## src/rtl/uart_prog_loader.sv

```systemverilog
// UART program loader: receives 8N1 bytes on rx_i, packs them into instruction words
// and writes them sequentially into instruction memory until the end marker arrives.
module uart_prog_loader #(
   parameter int unsigned       WORD_W        = 32,
   parameter int unsigned       ADDR_W        = 10,
   parameter bit                LITTLE_ENDIAN = 1'b1,
   parameter logic [WORD_W-1:0] END_WORD      = WORD_W'(32'h0000_0FFF),
   parameter int unsigned       DIV_W         = 16
) (
   input  logic              wb_clk_i,
   input  logic              wb_rst_i,
   input  logic              en_i,
   input  logic [DIV_W-1:0]  clks_per_bit_i,
   input  logic              rx_i,
   output logic              mem_req_o,
   input  logic              mem_gnt_i,
   output logic [ADDR_W-1:0] mem_addr_o,
   output logic [WORD_W-1:0] mem_wdata_o,
   output logic              busy_o,
   output logic              done_o,
   output logic              frame_err_o,
   output logic              overflow_o,
   output logic [ADDR_W:0]   word_cnt_o
);

   localparam int unsigned NB    = WORD_W / 8;
   localparam int unsigned BC_W  = (NB > 1) ? $clog2(NB) : 1;
   localparam int unsigned CNT_W = ADDR_W + 1;
   localparam logic [CNT_W-1:0] DEPTH   = {1'b1, {ADDR_W{1'b0}}};
   localparam logic [BC_W-1:0]  BC_LAST = BC_W'(NB - 1);

   typedef enum logic [1:0] {
      RX_IDLE,
      RX_START,
      RX_DATA,
      RX_STOP
   } rx_state_t;

   // Receiver state; rx_state_q is the observable FSM state.
   rx_state_t        rx_state_q;
   logic             rx_meta_q;
   logic             rx_sync_q;
   logic [DIV_W-1:0] div_q;
   logic [DIV_W-1:0] tick_q;
   logic [2:0]       bit_idx_q;
   logic [7:0]       shift_q;
   logic             byte_valid_q;
   logic             frame_bad_q;

   // Assembler and memory-port state.
   logic              en_q;
   logic              busy_q;
   logic              done_q;
   logic              ferr_q;
   logic              ovf_q;
   logic              req_q;
   logic [ADDR_W-1:0] addr_q;
   logic [WORD_W-1:0] wdata_q;
   logic [CNT_W-1:0]  wcnt_q;
   logic [BC_W-1:0]   byte_cnt_q;
   logic [WORD_W-1:0] word_q;
   logic [WORD_W-1:0] word_d;

   logic             en_rise;
   logic [DIV_W-1:0] half_last;
   logic [DIV_W-1:0] bit_last;

   assign en_rise   = en_i & ~en_q;
   assign half_last = (div_q >> 1) - DIV_W'(1);
   assign bit_last  = div_q - DIV_W'(1);

   // Receiver: 2-flop synchroniser, start-bit check at half a bit, then centre sampling.
   always_ff @(posedge wb_clk_i) begin
      if (wb_rst_i) begin
         rx_meta_q    <= 1'b1;
         rx_sync_q    <= 1'b1;
         rx_state_q   <= RX_IDLE;
         div_q        <= '0;
         tick_q       <= '0;
         bit_idx_q    <= '0;
         shift_q      <= '0;
         byte_valid_q <= 1'b0;
         frame_bad_q  <= 1'b0;
      end else begin
         rx_meta_q    <= rx_i;
         rx_sync_q    <= rx_meta_q;
         byte_valid_q <= 1'b0;
         frame_bad_q  <= 1'b0;
         if (!en_i) begin
            rx_state_q <= RX_IDLE;
            tick_q     <= '0;
         end else begin
            case (rx_state_q)
               RX_IDLE: begin
                  tick_q <= '0;
                  if (!rx_sync_q && !done_q) begin
                     rx_state_q <= RX_START;
                     div_q      <= clks_per_bit_i;
                  end
               end
               RX_START: begin
                  if (tick_q == half_last) begin
                     tick_q    <= '0;
                     bit_idx_q <= '0;
                     rx_state_q <= rx_sync_q ? RX_IDLE : RX_DATA;
                  end else begin
                     tick_q <= tick_q + DIV_W'(1);
                  end
               end
               RX_DATA: begin
                  if (tick_q == bit_last) begin
                     tick_q  <= '0;
                     shift_q <= {rx_sync_q, shift_q[7:1]};
                     if (bit_idx_q == 3'd7) begin
                        rx_state_q <= RX_STOP;
                     end else begin
                        bit_idx_q <= bit_idx_q + 3'd1;
                     end
                  end else begin
                     tick_q <= tick_q + DIV_W'(1);
                  end
               end
               RX_STOP: begin
                  if (tick_q == bit_last) begin
                     tick_q     <= '0;
                     rx_state_q <= RX_IDLE;
                     if (rx_sync_q) begin
                        byte_valid_q <= 1'b1;
                     end else begin
                        frame_bad_q <= 1'b1;
                     end
                  end else begin
                     tick_q <= tick_q + DIV_W'(1);
                  end
               end
               default: rx_state_q <= RX_IDLE;
            endcase
         end
      end
   end

   // Place the received byte into the word according to byte order.
   always_comb begin
      word_d = word_q;
      for (int i = 0; i < NB; i++) begin
         if (LITTLE_ENDIAN) begin
            if (byte_cnt_q == BC_W'(i)) word_d[8*i +: 8] = shift_q;
         end else begin
            if (byte_cnt_q == BC_W'(NB - 1 - i)) word_d[8*i +: 8] = shift_q;
         end
      end
   end

   // Memory port: mem_req_o is valid, mem_gnt_i is ready; a write completes in the
   // cycle where both are high, and addr/wdata stay frozen while the request waits.
   always_ff @(posedge wb_clk_i) begin
      if (wb_rst_i) begin
         en_q       <= 1'b0;
         busy_q     <= 1'b0;
         done_q     <= 1'b0;
         ferr_q     <= 1'b0;
         ovf_q      <= 1'b0;
         req_q      <= 1'b0;
         addr_q     <= '0;
         wdata_q    <= '0;
         wcnt_q     <= '0;
         byte_cnt_q <= '0;
         word_q     <= '0;
      end else begin
         en_q   <= en_i;
         busy_q <= en_i & ~done_q;
         if (req_q && mem_gnt_i) begin
            req_q  <= 1'b0;
            addr_q <= addr_q + ADDR_W'(1);
            if (wcnt_q != DEPTH) wcnt_q <= wcnt_q + CNT_W'(1);
         end
         if (en_rise) begin
            addr_q     <= '0;
            wcnt_q     <= '0;
            byte_cnt_q <= '0;
            done_q     <= 1'b0;
            ferr_q     <= 1'b0;
            ovf_q      <= 1'b0;
         end else if (!en_i) begin
            byte_cnt_q <= '0;
         end else if (frame_bad_q) begin
            ferr_q     <= 1'b1;
            byte_cnt_q <= '0;
         end else if (byte_valid_q && !done_q) begin
            word_q <= word_d;
            if (byte_cnt_q == BC_LAST) begin
               byte_cnt_q <= '0;
               if (word_d == END_WORD) begin
                  done_q <= 1'b1;
               end else if (wcnt_q == DEPTH || req_q) begin
                  ovf_q <= 1'b1;
               end else begin
                  req_q   <= 1'b1;
                  wdata_q <= word_d;
               end
            end else begin
               byte_cnt_q <= byte_cnt_q + BC_W'(1);
            end
         end
      end
   end

   assign mem_req_o   = req_q;
   assign mem_addr_o  = addr_q;
   assign mem_wdata_o = wdata_q;
   assign busy_o      = busy_q;
   assign done_o      = done_q;
   assign frame_err_o = ferr_q;
   assign overflow_o  = ovf_q;
   assign word_cnt_o  = wcnt_q;

endmodule

```

## config.mk

```make
export PLATFORM = sky130hd
export DESIGN_NAME = uart_prog_loader
export DESIGN_NICKNAME = d
export VERILOG_FILES = /design/src/rtl/uart_prog_loader.sv
export SDC_FILE = /design/constraint.sdc
export NUM_CORES = 1
export LEC_CHECK = 0
export BUFFER_PORTS_ARGS = -buffer_cell sky130_fd_sc_hd__buf_2
export CORE_ASPECT_RATIO = 0.9
export CORE_MARGIN = 4
export CORE_UTILIZATION = 45
export CTS_BUF_LIST = sky130_fd_sc_hd__clkbuf_16
export DETAILED_ROUTE_END_ITERATION = 12
export PLACE_DENSITY = 0.68
export SETUP_SLACK_MARGIN = 0.05
export SYNTH_ARGS = -nofsm -noshare
export SYNTH_HDL_FRONTEND = slang
export SYNTH_SLANG_ARGS = --single-unit
```

## constraint.sdc

```tcl
create_clock -name wb_clk_i -period 3.9 [get_ports wb_clk_i]
set_clock_uncertainty 0.1 [all_clocks]
set_input_delay 0.195 -clock wb_clk_i [delete_from_list [all_inputs] [get_ports wb_clk_i]]
set_output_delay 0.195 -clock wb_clk_i [all_outputs]
set_load 0.005 [all_outputs]
```

==> impl_metrics.json <==
{
  "clk_path_buf_depth": 2,
  "ys_async_sr_fraction_pct": 0,
  "final_nets": 950,
  "dp.cells": 1083,
  "critPathMaxFanout": 64,
  "hold_violations": 0,
  "grt-busiest-layer": "met1",
  "startpoint_type": "register",
  "tns_ns": 0,
  "worstMarginPinSlew_ns": 1.06,
  "final-max-slew-violation-count": 0,
  "maxCapViolations": 0,
  "synthCells": 866,
  "synth_common_cells": "dfxtp_1, nand2_1, nor2_1",
  "synthFlopType": "dfxtp_1",
  "min_period_ns": 3.38,
  "grt_setup_unrepaired": "false",
  "finish.utilization_pct": 53.3,
  "dieArea_mm2": 0.0181,
  "synthToLayoutAreaGrowth_pct": 15.0,
  "drt_iter0_drc": 380,
  "grtUsageMet3_pct": 5.26,
  "worst_setup_path_end_kind": "register",
  "io_pins": 79,
  "post_cts_buffers": 0,
  "track_usage_pct": 19.8,
  "overflow": 0,
  "place_congestion": 0.926,
  "status": "complete, no violations",
  "routed_wl_mm": 17.6,
  "netlist.area_leader.share_pct": 39.3,
  "hold_buffers": 17,
  "slew_headroom_pct": 29.1,
  "crit_type": "reg2reg",
  "grt_pass1_vias": 5687,
  "met1_usage_pct": 30.0,
  "cts_root_buffer": "clkbuf_16",
  "cp_common_cell": "mux2i_1",
  "grt_max_degree": 97,
  "netlist.top_cell.by_area": "dfxtp_1",
  "postCtsResizedCells": 0,
  "cts_tree": "yes",
  "min_period_over_period_pct": 86.7,
  "use_met2_pct": 28.1,
  "core_mm2": 0.0156,
  "ys_ff_latch": 142,
  "syn_area_mm2": 0.00722,
  "die_y_um": 128,
  "antenna_left": 0,
  "worstPathArrival_ns": 3.55,
  "combPwrFrac_pct": 5.2,
  "syn-mean-instance-area_um2": 8.34,
  "cp.buffers_inverters": 1,
  "hp-class": "in2reg",
  "pwr-share-seq_pct": 47.2,
  "yosysMostFrequentCell": "dfxtp_1",
  "wire_per_inst_um": 15.5,
  "ys_top_cells_by_area": "dfxtp_1, nand2_1, a21oi_1, mux2i_1, a211oi_1",
  "setup_viol": 0,
  "r2r_cells": 9,
  "cp_num_cells": 9,
  "cpMaxStageDelayCell": "and3_2",
  "cts_sinks": 142,
  "intPower_w": 0.00239,
  "synth_seq_area_share_pct": 39.3,
  "worst_ep_required_time_ns": 4.07,
  "place_hpwl_mm": 11.9,
  "power_density_mw_per_mm2": 374,
  "clk_latency_ns": 0.42,
  "sw_frac_of_total_pct": 23.3,
  "synth_fp_nets": 899,
  "drc": 0,
  "cts.reportedPaths.clkPinSlew_ns": 0.06,
  "fmax_mhz": 296,
  "num_vias": 6256,
  "grt_pass1_wl_mm": 29.5,
  "p_leak_nw": 3.10,
  "initial_utilization_pct": 46.3,
  "io_buffers": 78,
  "synth_edf_count": 0,
  "min_path_cells": 4,
  "dieWidth_um": 142,
  "ys_warn_count": 0,
  "drive_gt1_share_pct": 14.4,
  "layout.cells.non_filler": 1131,
  "critical_path.top_delay_family": "simple AND/OR/NAND/NOR gates",
  "row_count": 43,
  "p_switching_w": 0.000724,
  "htreeDepth": 4,
  "cts_buffers": 17,
  "peakVddDrop_v": 0.000350,
  "antenna_found_initial": 0,
  "synth_cell_types": 61,
  "vias_per_cell": 5.53,
  "diodes": 0,
  "critical_path.max_stage_delay_ns": 0.92,
  "clkPwrFrac_pct": 47.6,
  "first_pass_iters": 5,
  "path_cells": "inv_1 > ha_1 > mux2i_1 > nand4b_1 > nor4_1 > a21oi_1 > and3_2 > mux2i_1 > nor2_1"
}
tightest hold or removal path, stage by stage:
cell     delay [ns]
buf_2          0.12
inv_1          0.05
a21oi_1        0.05
nor2_1         0.08
registers in the layout, summed over array words and instances (netlist names), named ones only:
name	flops
en_q	1
byte_valid_q	1
busy_o	1
byte_cnt_q	2
done_o	1
frame_bad_q	1
word_cnt_o	11
word_q	32
mem_wdata_o	32
rx_meta_q	1
rx_state_q	1
div_q	16
frame_err_o	1
overflow_o	1
tick_q	16
mem_req_o	1
rx_sync_q	1
bit_idx_q	3
mem_addr_o	10
shift_q	8
logic make-up (layout without fill, tap and decap cells):
group                    Yosys count  after routing  synth area share (%)
multiplexers                      39             39                  5.46
AO/OA/AOI/OAI                    170            170                  14.8
AND/OR/NAND/NOR                  351            351                  25.0
adder cells (fa/ha/maj)           12             12                  2.08
XOR/XNOR                          67             67                  8.12
buffers and inverters             85            148                  5.18
flip-flops                       142            142                  39.3
worst paths after layout:
kind / from / to / slack (ns)
setup / recovery: byte_cnt_q[0] / mem_wdata_o[6] / 0.52
hold / removal: mem_gnt_i / mem_req_o / 0.01
setup reg to reg: byte_cnt_q[0] / mem_wdata_o[6] / 0.52
hold reg to reg: rx_meta_q / rx_sync_q / 0.31
power groups by stage:
stage	clock network, W	registers, W	logic (W)
6_report	0.00148	0.00147	0.000161
5_1_grt	0.00159	0.00147	0.000178
4_1_cts	0.00151	0.00147	0.000160
3_5_place_dp	0	0.00150	0.000146
3_3_place_gp	0	0.00150	0.000145
2_1_floorplan	0	0.00149	0.000119
cell usage in the layout, fill, tap and decap left out, types with 9 or more instances in the layout:
master	instances
a211oi_1	47
a21oi_1	75
and3_1	14
buf_2	78
clkbuf_16	17
dfxtp_1	142
dlygate4sd3_1	17
ha_1	12
inv_1	16
mux2i_1	36
nand2_1	101
nand3_1	58
nand4_1	18
nor2_1	77
nor3_1	11
nor4_1	13
o21ai_1	9
xnor2_1	34
xor2_1	33
stage by stage:
step	power, W	setup slack (ns)	cell area [um^2]	hold WS [ns]
floorplan	0.00161	1.08	7220	0.199
global placement	0.00164	0.705	7610	0.279
detailed placement	0.00165	0.551	7610	0.282
CTS	0.00314	0.534	8310	0.00114
global route	0.00323	0.159	8310	0.0152
finish	0.00311	0.519	8310	0.0150
area by class of cell:
cell class	count	area (um^2)
Inverter	14	52.6
Timing Repair Buffer	103	621
Clock buffer	17	425
Sequential cell	142	2840
Clock inverter	14	105
Fill cell	1489	7290
Tap cell	202	253
Multi-Input combinational cell	639	4010
metal layers:
layer  routed length [um]  part of all wire [%]
met1                 9000                    51
met2                 7510                    43
met3                  930                   5.3
met4                  140                  0.80
met5                    0                     0
Note: power is estimated with default switching activity, not from simulation.
